File: config.mk
export PLATFORM = sky130hd
export DESIGN_NAME = color_pack
export DESIGN_NICKNAME = d
export VERILOG_FILES = /design/src/rtl/color_pack_pkg.sv /design/src/rtl/color_pack.sv
export SDC_FILE = /design/constraint.sdc
export NUM_CORES = 1
export LEC_CHECK = 0
export CAP_MARGIN = 0
export CELL_PAD_IN_SITES_DETAIL_PLACEMENT = 0
export CELL_PAD_IN_SITES_GLOBAL_PLACEMENT = 2
export CORE_MARGIN = 10
export CORE_UTILIZATION = 31
export CTS_BUF_LIST = sky130_fd_sc_hd__clkbuf_4 sky130_fd_sc_hd__clkbuf_8
export DETAILED_ROUTE_END_ITERATION = 16
export PLACE_DENSITY_LB_ADDON = 0.1
export SKIP_LAST_GASP = 1
export SLEW_MARGIN = 5
export SYNTH_ARGS = -nofsm -noshare
export SYNTH_HDL_FRONTEND = slang
export SYNTH_SLANG_ARGS = --single-unit
File: constraint.sdc
create_clock -name clk -period 2 [get_ports clk]
set_input_delay 0.6 -clock clk [delete_from_list [all_inputs] [get_ports clk]]
set_output_delay 0.6 -clock clk [all_outputs]
set_load 0.02 [all_outputs]
File: src/rtl/color_pack_pkg.sv
// color_pack_pkg
//   Shared types for the RGB pixel path.
//   t_color : one pixel as an unpacked struct of three 8-bit components.
package color_pack_pkg;

  typedef struct {
    logic [7:0] r;
    logic [7:0] g;
    logic [7:0] b;
  } t_color;

endpackage

File: src/rtl/color_pack.sv
// color_pack
//   Assembles a byte stream of colour components (R, G, B, one per beat)
//   into one t_color pixel per three accepted beats.
//
//   Optional feature macro: COLOR_PACK_SOF_EN
//     When defined, the in_sof input and sof_err output exist and a beat
//     flagged with in_sof always restarts pixel assembly as the R component.
//     When undefined, assembly is a strict R->G->B rotation from reset.
//
// Handshake rule (both sides): a transfer happens on a rising clk edge when
// valid && ready are both high. The source may not depend on in_ready to
// raise in_valid; the sink may not depend on out_valid to raise out_ready.
//
// Ports:
//   clk        in   clock, rising edge
//   rst        in   asynchronous active-high reset
//   in_valid   in   source offers a component byte
//   in_ready   out  byte is accepted this cycle
//   in_data    in   component byte
//   in_sof     in   start of pixel, byte is R       (COLOR_PACK_SOF_EN only)
//   out_valid  out  color holds a complete pixel
//   out_ready  in   sink takes the pixel this cycle
//   color      out  assembled pixel
//   pix_cnt    out  pixels handed off, wraps at 2^CNT_W
//   sof_err    out  one-cycle pulse on a discarded partial pixel
//                                                   (COLOR_PACK_SOF_EN only)
//   state_dbg  out  current assembly state (S_R / S_G / S_B)
module color_pack
  import color_pack_pkg::*;
#(
  parameter int CNT_W = 16
) (
  input  logic             clk,
  input  logic             rst,
  input  logic             in_valid,
  output logic             in_ready,
  input  logic [7:0]       in_data,
`ifdef COLOR_PACK_SOF_EN
  input  logic             in_sof,
  output logic             sof_err,
`endif
  output logic             out_valid,
  input  logic             out_ready,
  output t_color           color,
  output logic [CNT_W-1:0] pix_cnt,
  output logic [1:0]       state_dbg
);

  localparam logic [1:0] S_R = 2'd0;
  localparam logic [1:0] S_G = 2'd1;
  localparam logic [1:0] S_B = 2'd2;

  logic [1:0]       state_q,     state_d;
  logic [7:0]       hr_q,        hr_d;
  logic [7:0]       hg_q,        hg_d;
  t_color           color_q,     color_d;
  logic             out_valid_q, out_valid_d;
  logic [CNT_W-1:0] pix_cnt_q,   pix_cnt_d;
  logic             sof_err_q,   sof_err_d;

  logic in_acc;
  logic out_xfer;
  logic b_acc;
  logic sof_beat;

`ifdef COLOR_PACK_SOF_EN
  assign sof_beat = in_sof;
`else
  assign sof_beat = 1'b0;
`endif

  // R and G land in holding registers that are independent of color, so
  // they are always accepted. Only the B beat needs room in the output slot,
  // which exists when it is empty or being drained this same cycle. An SOF
  // beat is always stored as R, so it never has to wait.
  always_comb begin
    in_ready = 1'b1;
    if (state_q == S_B && !sof_beat) begin
      in_ready = !out_valid_q || out_ready;
    end
  end

  assign in_acc   = in_valid && in_ready;
  assign out_xfer = out_valid_q && out_ready;

  always_comb begin
    state_d   = state_q;
    hr_d      = hr_q;
    hg_d      = hg_q;
    color_d   = color_q;
    sof_err_d = 1'b0;
    b_acc     = 1'b0;

    if (in_acc) begin
      if (sof_beat) begin
        // Resynchronise: this byte is R of a new pixel; any partial pixel
        // collected so far is thrown away and flagged.
        hr_d      = in_data;
        hg_d      = 8'h00;
        state_d   = S_G;
        sof_err_d = (state_q != S_R);
      end else begin
        case (state_q)
          S_R: begin
            hr_d    = in_data;
            state_d = S_G;
          end
          S_G: begin
            hg_d    = in_data;
            state_d = S_B;
          end
          S_B: begin
            color_d = '{hr_q, hg_q, in_data};
            b_acc   = 1'b1;
            state_d = S_R;
          end
          default: begin
            state_d = S_R;
          end
        endcase
      end
    end else if (state_q != S_R && state_q != S_G && state_q != S_B) begin
      // Unused encoding: recover to the start of a pixel.
      state_d = S_R;
    end
  end

  // A B accept always refills the slot; that covers the back-to-back case
  // where the old pixel leaves on the same edge the new one arrives.
  always_comb begin
    out_valid_d = out_valid_q;
    if (b_acc) begin
      out_valid_d = 1'b1;
    end else if (out_xfer) begin
      out_valid_d = 1'b0;
    end
  end

  always_comb begin
    pix_cnt_d = pix_cnt_q;
    if (out_xfer) begin
      pix_cnt_d = pix_cnt_q + CNT_W'(1);
    end
  end

  always_ff @(posedge clk or posedge rst) begin
    if (rst) begin
      state_q     <= S_R;
      hr_q        <= 8'h00;
      hg_q        <= 8'h00;
      color_q     <= '{8'h00, 8'h00, 8'h00};
      out_valid_q <= 1'b0;
      pix_cnt_q   <= '0;
      sof_err_q   <= 1'b0;
    end else begin
      state_q     <= state_d;
      hr_q        <= hr_d;
      hg_q        <= hg_d;
      color_q     <= color_d;
      out_valid_q <= out_valid_d;
      pix_cnt_q   <= pix_cnt_d;
      sof_err_q   <= sof_err_d;
    end
  end

  assign out_valid = out_valid_q;
  assign color     = color_q;
  assign pix_cnt   = pix_cnt_q;
  assign state_dbg = state_q;

`ifdef COLOR_PACK_SOF_EN
  assign sof_err = sof_err_q;
`else
  // Without SOF support no partial pixel is ever discarded.
  logic unused_sof_err;
  assign unused_sof_err = sof_err_q;
`endif

endmodule

After elaboration in Yosys (flattened, before gate mapping):

Index checks and enable logic that the tools add are counted.

* flip-flop bits (word level): 59
* bits of input ports: 12
* output and inout bits: 44

* add/subtract/negate cells: 1
* equal/unequal tests: 4
* mux-type cells: 8
* reduce and logical (&&, ||, !) cells: 13

Operators with widths (count)
* $add 16x1->16 const B: 1
* $reduce_and 2->1: 3
* $reduce_bool 2->1: 3
* $mux 1: 5
* $logic_and 1x1->1: 4
* $mux 2: 2
* $pmux 2 s2: 1
* $eq 2x1->1 const B: 1
* $eq 2x2->1 const B: 1
* $logic_not 2->1: 1
* $ne 2x1->1 const B: 1
* $ne 2x2->1 const B: 1
* $logic_not 1->1: 1
* $logic_or 1x1->1: 1

Depth between registers and ports, before layout:

Gate-level depths: netlist (run 1).

* word-level depth: 6
* depth in mapped cells: 5
* depth with buffers taken out: 5

Least setup slack after synthesis (run 1):

OpenSTA, ideal clock, no wires.

* path type: input -> register
* start: input out_ready
* end: register color_q (netlist bit color[10])
* arrival time: 1.494 ns
* data required time: 1.875 ns
* slack: 0.381 ns
* stages on the path: 4
* path buffers: 1
* cells stage by stage: or2b_1 -> nand3_2 -> buf_4 -> mux2_2

* cells in the longest elaborated chain, start to end: 4

RTL lines
* start, declared: line color_pack.sv:43 `input logic out_ready,`
* $logic_or 1x1->1: line color_pack.sv:79 `in_ready = !out_valid_q || out_ready;`
* $mux 1: line color_pack.sv:78 `if (state_q == S_B && !sof_beat) begin`
* $logic_and 1x1->1: line color_pack.sv:83 `assign in_acc = in_valid && in_ready;`
* $reduce_and 2->1 (no line)
* end signal, assigned: line color_pack.sv:151 `color_q <= '{8'h00, 8'h00, 8'h00};`
* end signal, assigned: line color_pack.sv:159 `color_q <= color_d;`
* end, declared: line color_pack.sv:56 `t_color color_q, color_d;`

Every way passes these cells.
A chain may end at the register's enable or synchronous reset.

Worst setup path after layout (run 1):

* start: input out_ready
* end: output in_ready

* cells in the longest elaborated chain, start to end: 2

RTL lines
* $logic_or 1x1->1: line color_pack.sv:79
* $mux 1: line color_pack.sv:78
* end, declared: line color_pack.sv:36 `output logic in_ready,`

Every way passes these cells.

==> impl_metrics.ini, run 1 <==
[yosys]
postSynthNetCount = 172
synth_area_per_cell_sq_um = 14.7
synth_edf_count = 0
synthArstFlopShare_pct = 100
netlist_area_sq_um = 2340
syn_inst = 159
yosysUniqueCellTypes = 22
synth_top_flop_cell = dfrtp_1
ys_seq_area_share_pct = 63.2
synth-seq-cells = 59
yosys_warnings = 0

[power_and_ir_drop]
p_sw_share_pct = 32.3
power_density_nw_per_um2 = 1440
clkPwrFrac_pct = 19.8
power_leakage_nw = 1.57
switchingPower_mw = 1.55
max-vdd-ir-drop_v = 0.000543
p_int_mw = 3.25
power_frac_comb_pct = 39.8
seqPwrFrac_pct = 40.4

[critical_path]
cp.arrival_ps = 1360
path_cells = clkdlybuf4s50_1, nand3b_1, buf_2
cp_max_fo = 2
path_buf_inv = 2
endpoint = in_ready
cp_top_family = buffers and inverters
slowest_stage = clkdlybuf4s50_1
critPathLaunch = out_ready
start_kind = input port
r2r_start = pix_cnt[0]
critical_path_class = input port to output pin
cpPeakStageDelay_ps = 480
r2r_cells = 5
r2r_end = pix_cnt[14]
cp.depth = 3
critPathRequiredTime_ps = 1400
setup.worst_path.end_class = output pin
ff2ff_setup_slack_ps = 450

[drt]
drc = 0
dr.pass1.iters = 5
wl_per_cell_um = 15.8
drt_iter0_markers = 17
totalWireLength_um = 5390
ant_nets = 0
vias = 1537
viasPerCell = 4.51

[floorplanning]
ioPinCount = 56
start_util_pct = 32.1
die_w_um = 107
die_h_um = 107
row_count = 31
die_area_sq_um = 11400
core_area_sq_um = 7290

[final_layout]
design_area_sq_um = 3340
synthToLayoutAreaGrowth_pct = 42.9
diodes = 0
postLayoutCoreUtil_pct = 45.8
fin_nets = 252
layout-drive-gt1-share_pct = 32.2

[placed_design]
port_buffers = 55
dpl_worst_slack_ps = -410
dpl-instance-area_sq_um = 3170
gp_congestion = 0.768
dpl.hpwl_um = 3890

[timing]
finalSetupViolCount = 0
finalHoldViolations = 0
fin_ws_ps = 44.0
period_share_pct = 97.8
slew_viol_final = 0
worst_pin_slew_ps = 320
relSlewSlack_pct = 78.7
fin_crit_ps = 1960
fin_worst_skew_ps = 7.89
clock.fmax_mhz = 511
rsz0062_at_grt = no

[cts]
clk_pin_slew_ps = 60
tritoncts = done
postCtsSetupRepairBufs = 0
clk_latency_ps = 320
clockBufferDepth = 2
cts_max_level = 3
postCtsHoldBufs = 0
cts_sinks = 59
numCtsBuffers = 9
cts_root_buf = clkbuf_8

[run_status]
outcome = finished clean

[global_route]
grtUsageMet3_pct = 3.41
grt_pass1_vias = 1758
grt_pass1_wl_um = 8920
grt_use_total_pct = 9.86
grt_max_degree = 60
use_met2_pct = 17.2
busiest_layer = met2
grt_util_met1_pct = 10.1
overflow = 0
antenna_found_initial = 0

[worst_hold_path]
worstHoldPathType = flop to flop
hp-start = pix_cnt[15]

[job]
drv_cap = 0
## placed cells by master, fill, tap and decap left out, drive strengths merged, types with 4 or more instances in the layout
| cell | n |
|---|---|
| nand2 | 9 |
| nand3 | 6 |
| xor2 | 5 |
| clkbuf | 12 |
| dlymetal6s2s | 5 |
| buf | 17 |
| mux2 | 41 |
| xnor2 | 11 |
| dlygate4sd2 | 8 |
| clkdlybuf4s50 | 41 |
| nor2 | 4 |
| dfrtp | 59 |
## stage by stage
stage	hold slack (ps)	instances	power [mW]	setup TNS [ps]
after floorplan	475	159	2.95	0
after global placement	454	327	3.89	-4860
after detailed placement	457	327	3.95	-5860
after CTS	469	341	4.90	0
after global routing	510	341	5.10	0
final	461	341	4.80	0
## cell usage after synthesis, drive strengths merged (2+ instances only)
master | n | share of area, %
dfrtp | 59 | 63
mux2 | 41 | 20
xnor2 | 11 | 4.1
nor3 | 3 | 0.64
nor2 | 4 | 0.64
nand3 | 6 | 1.7
buf | 2 | 0.64
and4 | 3 | 1.2
nand3b | 2 | 0.64
nand4 | 3 | 0.80
xor2 | 5 | 1.9
inv | 4 | 0.64
nand2 | 9 | 1.4
## repair_timing
action / CTS / global route
cloned: 0 / 0
endpoints found under the hold margin: 0 / 0
endpoints found under the setup margin: 9 / 5
gates resized for setup: 12 / 5
pin swaps: 0 / 0
## worst reg2reg max path, cell delays in order (launching register included)
cell and delay (ps):
dfrtp_1 400, ha_1 180, nand3_2 70, or3_4 400
nor3_1 260, xnor2_1 160
## per-layer routing
| layer | share of wire, % | vias up |
|---|---|---|
| li1 | - | 709 |
| met1 | 40 | 779 |
| met4 | 1.4 | 0 |
| met3 | 5.3 | 7 |
| met2 | 53 | 42 |
| met5 | 0 | - |
## cells by family (layout without fill, tap and decap cells)
| logic type | after synthesis | in the layout | synth area share [%] |
|---|---|---|---|
| flops | 59 | 59 | 63.2 |
| mux | 41 | 41 | 19.8 |
| simple gates | 36 | 36 | 9.26 |
| xor+xnor | 16 | 16 | 6.00 |
| buf+inv | 6 | 89 | 1.28 |
| fa+ha+maj | 1 | 1 | 0.535 |
## final cells by class
cell class	count	area [sq um]
tap	99	124
clock buffer	12	159
sequential	59	1480
timing repair buffer	71	718
fill	705	3950
inverter	4	18.8
clock inverter	2	12.5
multi-input combinational	94	831
## state kept, by name, indices dropped and copies added (netlist names)
name       count
out_valid      1
state_dbg      2
hr_q           8
pix_cnt       16
hg_q           8
color         24
## power by group through the flow
stage               Combinational [mW]  Sequential, mW  Clock, mW
floorplan                        0.653            2.30          0
global placement                  1.96            1.93          0
detailed placement                1.99            1.97          0
CTS                               1.96            1.95      0.982
global route                      2.05            2.02       1.04
finish                            1.91            1.94      0.951
## how the worst min path moves through the flow
| stage | endpoint | slack [ps] | cells after the start |
|---|---|---|---|
| global placement | pix_cnt[15] | 450 | 1 |
| detailed placement | pix_cnt[15] | 460 | 1 |
| CTS | pix_cnt[15] | 470 | 1 |
| floorplan | color[10] | 470 | 1 |
| global route | pix_cnt[15] | 510 | 1 |
| finish | pix_cnt[15] | 460 | 1 |
No activity file was read; power rests on OpenSTA's default activity.
==> run 2, diff against run 1 <==
--- a/config.mk
+++ b/config.mk
@@ -12,6 +12,7 @@
 export CORE_UTILIZATION = 31
 export CTS_BUF_LIST = sky130_fd_sc_hd__clkbuf_4 sky130_fd_sc_hd__clkbuf_8
 export DETAILED_ROUTE_END_ITERATION = 16
+export MAX_ROUTING_LAYER = met4
 export PLACE_DENSITY_LB_ADDON = 0.1
 export SKIP_LAST_GASP = 1
 export SLEW_MARGIN = 5
==> impl_metrics.ini, run 2 (same netlist as run 1, synthesis figures left out) <==
[power_and_ir_drop]
switchingPower_mw = 1.55
max-vdd-ir-drop_v = 0.000543
power_frac_comb_pct = 39.8
p_int_mw = 3.25
power_density_nw_per_um2 = 1440
power_leakage_nw = 1.57
seqPwrFrac_pct = 40.4
clkPwrFrac_pct = 19.7
p_sw_share_pct = 32.2

[final_layout]
diodes = 0
layout-drive-gt1-share_pct = 32.2
fin_nets = 252
synthToLayoutAreaGrowth_pct = 42.9
layout_commonest_cell = dfrtp_1
final_cell_mix = 59 x dfrtp_1, 41 x mux2_2, 41 x clkdlybuf4s50_1, 12 x buf_4
fin_cells = 341
postLayoutCoreUtil_pct = 45.8
fillCellCount = 705
design_area_sq_um = 3340
largest_register_ffs = 24

[cts]
clk_latency_ps = 320
clk_pin_slew_ps = 60
tritoncts = done
postCtsSetupRepairBufs = 0
cts_sinks = 59
clockBufferDepth = 2
cts_root_buf = clkbuf_8
numCtsBuffers = 9
cts_max_level = 3

[placed_design]
port_buffers = 55
dpl.hpwl_um = 3890
dpl-instance-area_sq_um = 3170
placedCellCount = 327
gp_congestion = 0.778
dpl_worst_slack_ps = -410

[timing]
worst_pin_slew_ps = 319
fin_crit_ps = 1960
relSlewSlack_pct = 78.7
rsz0062_at_grt = no
finalHoldViolations = 0
slew_viol_final = 0
finalSetupViolCount = 0
period_share_pct = 97.8
fin_worst_skew_ps = 7.94
holdWs_ps = 461
clock.fmax_mhz = 511
fin_ws_ps = 44.0

[critical_path]
start_kind = input port
cp.arrival_ps = 1360
critPathLaunch = out_ready
setup.worst_path.end_class = output pin
critPathRequiredTime_ps = 1400
cp_max_fo = 2
r2r_start = pix_cnt[0]
r2r_cells = 5
critical_path_class = input port to output pin

[global_route]
grt_use_total_pct = 10.1
antenna_found_initial = 0
overflow = 0
grt_max_degree = 60
grt_pass1_wl_um = 8900
grt_pass1_vias = 1761

[floorplanning]
die_h_um = 107
die_area_sq_um = 11400
ioPinCount = 56
start_util_pct = 32.1
die_w_um = 107
row_count = 31
core_area_sq_um = 7290

[job]
drv_cap = 0

[drt]
dr.pass1.iters = 5
totalWireLength_um = 5380
drc = 0
viasPerCell = 4.49
wl_per_cell_um = 15.8
ant_nets = 0
drt_iter0_markers = 23
vias = 1531

[worst_hold_path]
worstHoldPathType = flop to flop
hp-start = pix_cnt[15]
hold_path_depth = 1

[run_status]
outcome = finished clean
==> run 2: cell counts in the layout (fill, tap and decap cells not counted) <==
Identical to the previous run, type by type.
==> run 2: critical path, stage by stage <==
cell and delay, ps:
clkdlybuf4s50_1 480, nand3b_1 110, buf_2 160
==> run 2: repair_timing <==
action,in CTS,in global routing
endpoints found under the setup margin,9,5
hold buffers,0,0
gates resized for setup,12,5
==> run 2: routing by layer <==
layer  global-route usage, %  vias to the layer above  share of wire (%)
li1                        -                      708                  -
met1                    10.4                      772                 41
met2                    17.2                       44                 54
met3                    2.99                        7                4.3
met4                    5.51                        0               0.74
met5                       -                        -                  0
==> run 2: layout make-up <==
cell class | count | area (sq um) | share of cell area (%)
clock buffers | 12 | 159 | 4.76
clock inverters | 2 | 12.5 | 0.375
inverters | 4 | 18.8 | 0.562
multi-input cells | 94 | 831 | 24.9
flip-flops and latches | 59 | 1480 | 44.2
well taps | 99 | 124 | 3.71
repair buffers | 71 | 718 | 21.5
==> run 2: power groups by stage <==
stage                     clock [mW]  sequential, mW  combinational [mW]
after floorplan                    0            2.30               0.653
after CTS                      0.982            1.95                1.96
after global routing            1.04            2.02                2.04
after global placement             0            1.93                1.96
after detailed placement           0            1.97                1.99
final                          0.946            1.94                1.91
==> run 2: through the flow <==
step | power [mW] | setup TNS [ps]
global route | 5.10 | 0
detailed placement | 3.95 | -5860
CTS | 4.90 | 0
global placement | 3.89 | -4860
floorplan | 2.95 | 0
finish | 4.79 | 0
==> run 2: final timing paths <==
path / slack (ps) / end
min in group asynchronous: 700 / pix_cnt[2]
worst min register to register: 460 / pix_cnt[15]
max in group asynchronous: 1030 / hg_q[6]
worst max-delay path: 40 / in_ready
worst max register to register: 450 / pix_cnt[14]
worst min-delay path: 460 / pix_cnt[15]
==> run 3, diff against run 2 <==
--- a/config.mk
+++ b/config.mk
@@ -19,3 +19,4 @@
 export SYNTH_ARGS = -nofsm -noshare
 export SYNTH_HDL_FRONTEND = slang
 export SYNTH_SLANG_ARGS = --single-unit
+export TNS_END_PERCENT = 30
==> impl_metrics.ini, run 3 (same netlist as run 1, synthesis figures left out) <==
[critical_path]
cp_top_family = buffers and inverters
setup.worst_path.end_class = output pin
slowest_stage = clkdlybuf4s50_1
critPathRequiredTime_ps = 1400
critPathLaunch = pix_cnt[6]
r2r_end = pix_cnt[14]
ff2ff_setup_slack_ps = 460
cp_max_fo = 6
start_kind = flop
path_buf_inv = 1
r2r_cells = 5
critical_path_class = flop to output pin
cpPeakStageDelay_ps = 640
r2r_start = pix_cnt[0]
path_cells = clkdlybuf4s50_1
cp.arrival_ps = 1400

[floorplanning]
core_area_sq_um = 7290
ioPinCount = 56
die_w_um = 107
start_util_pct = 32.1
die_h_um = 107
row_count = 31
die_area_sq_um = 11400

[timing]
worst_pin_slew_ps = 323
relSlewSlack_pct = 78.5
finalHoldViolations = 0
finalSetupViolCount = 0
slew_viol_final = 0
fin_worst_skew_ps = 8.63
clock.fmax_mhz = 501
period_share_pct = 99.8
fin_crit_ps = 2000
fin_ws_ps = 4.26
rsz0062_at_grt = yes

[power_and_ir_drop]
power_density_nw_per_um2 = 1440
power_leakage_nw = 1.50
max-vdd-ir-drop_v = 0.000543
power_mw = 4.82

[final_layout]
fillCellCount = 700
fin_cells = 341
synthToLayoutAreaGrowth_pct = 43.0
layout_commonest_cell = dfrtp_1
final_cell_mix = 59 x dfrtp_1, 50 x clkdlybuf4s50_1, 41 x mux2_2, 12 x buf_4
fin_nets = 252
design_area_sq_um = 3340
largest_register_ffs = 24
layout-drive-gt1-share_pct = 32.2
diodes = 0
postLayoutCoreUtil_pct = 45.8

[cts]
clockBufferDepth = 2
clk_latency_ps = 320
cts_sinks = 59
postCtsSetupRepairBufs = 0
cts_max_level = 3
clk_pin_slew_ps = 60
postCtsHoldBufs = 0
numCtsBuffers = 9
tritoncts = done
cts_root_buf = clkbuf_8

[placed_design]
port_buffers = 55
dpl_worst_slack_ps = -410
gp_congestion = 0.778
dpl.hpwl_um = 3890
dpl-instance-area_sq_um = 3170
placedCellCount = 327

[global_route]
grt_max_degree = 60
grt_use_total_pct = 10.1
overflow = 0
grt_pass1_wl_um = 8900
grt_pass1_vias = 1761
antenna_found_initial = 0

[worst_hold_path]
worstHoldPathType = flop to flop
hold_path_end = pix_cnt[15]
hold_path_depth = 1
hp-start = pix_cnt[15]

[drt]
totalWireLength_um = 5350
drt_iter0_markers = 23
ant_nets = 0
dr_wl_met2_um = 2900
wl_per_cell_um = 15.7
drc = 0
viasPerCell = 4.49
routedLengthMet1_um = 2150
dr.pass1.iters = 5
vias = 1531
highest_layer = met4
wl_met3_um = 255

[run_status]
outcome = finished clean

[job]
drv_cap = 0
-- run 3: per-layer routing --
metal,global-route usage (%),vias up
li1,-,709
met1,10.4,767
met2,17.2,46
met3,2.99,9
met4,5.51,0
met5,-,-
-- run 3: worst max-delay path by stage --
stage	endpoint	slack, ps	cells past startpoint
final	pix_cnt[6]	4	1
after global routing	pix_cnt[6]	-50	1
after CTS	out_valid	-50	1
after detailed placement	in_ready	-410	3
after global placement	in_ready	-390	3
after floorplan	color[10]	380	4
-- run 3: area by class of cell --
type                            count  area (sq um)  area share (%)
Multi-Input combinational cell     94           831            24.9
Sequential cell                    59          1480            44.2
Tap cell                           99           124            3.71
Inverter                            4          18.8           0.561
Clock buffer                       12           159            4.75
Timing Repair Buffer               71           722            21.6
Clock inverter                      2          12.5           0.374
-- run 3: what timing repair did --
| item | in CTS | in global routing |
|---|---|---|
| pin swaps | 0 | 0 |
| hold endpoints to repair | 0 | 0 |
| endpoints found under the setup margin | 9 | 12 |
| resized for setup | 5 | 3 |
-- run 3: stage by stage --
stage,hold WS (ps),TNS [ps]
after floorplan,475,0
after global placement,454,-4860
after detailed placement,457,-5860
after CTS,469,-181
after global routing,510,-303
final,461,0
-- run 3: power breakdown --
part,switching [mW],internal (mW)
combinational,0.848,1.09
sequential,0.269,1.67
clock,0.427,0.515
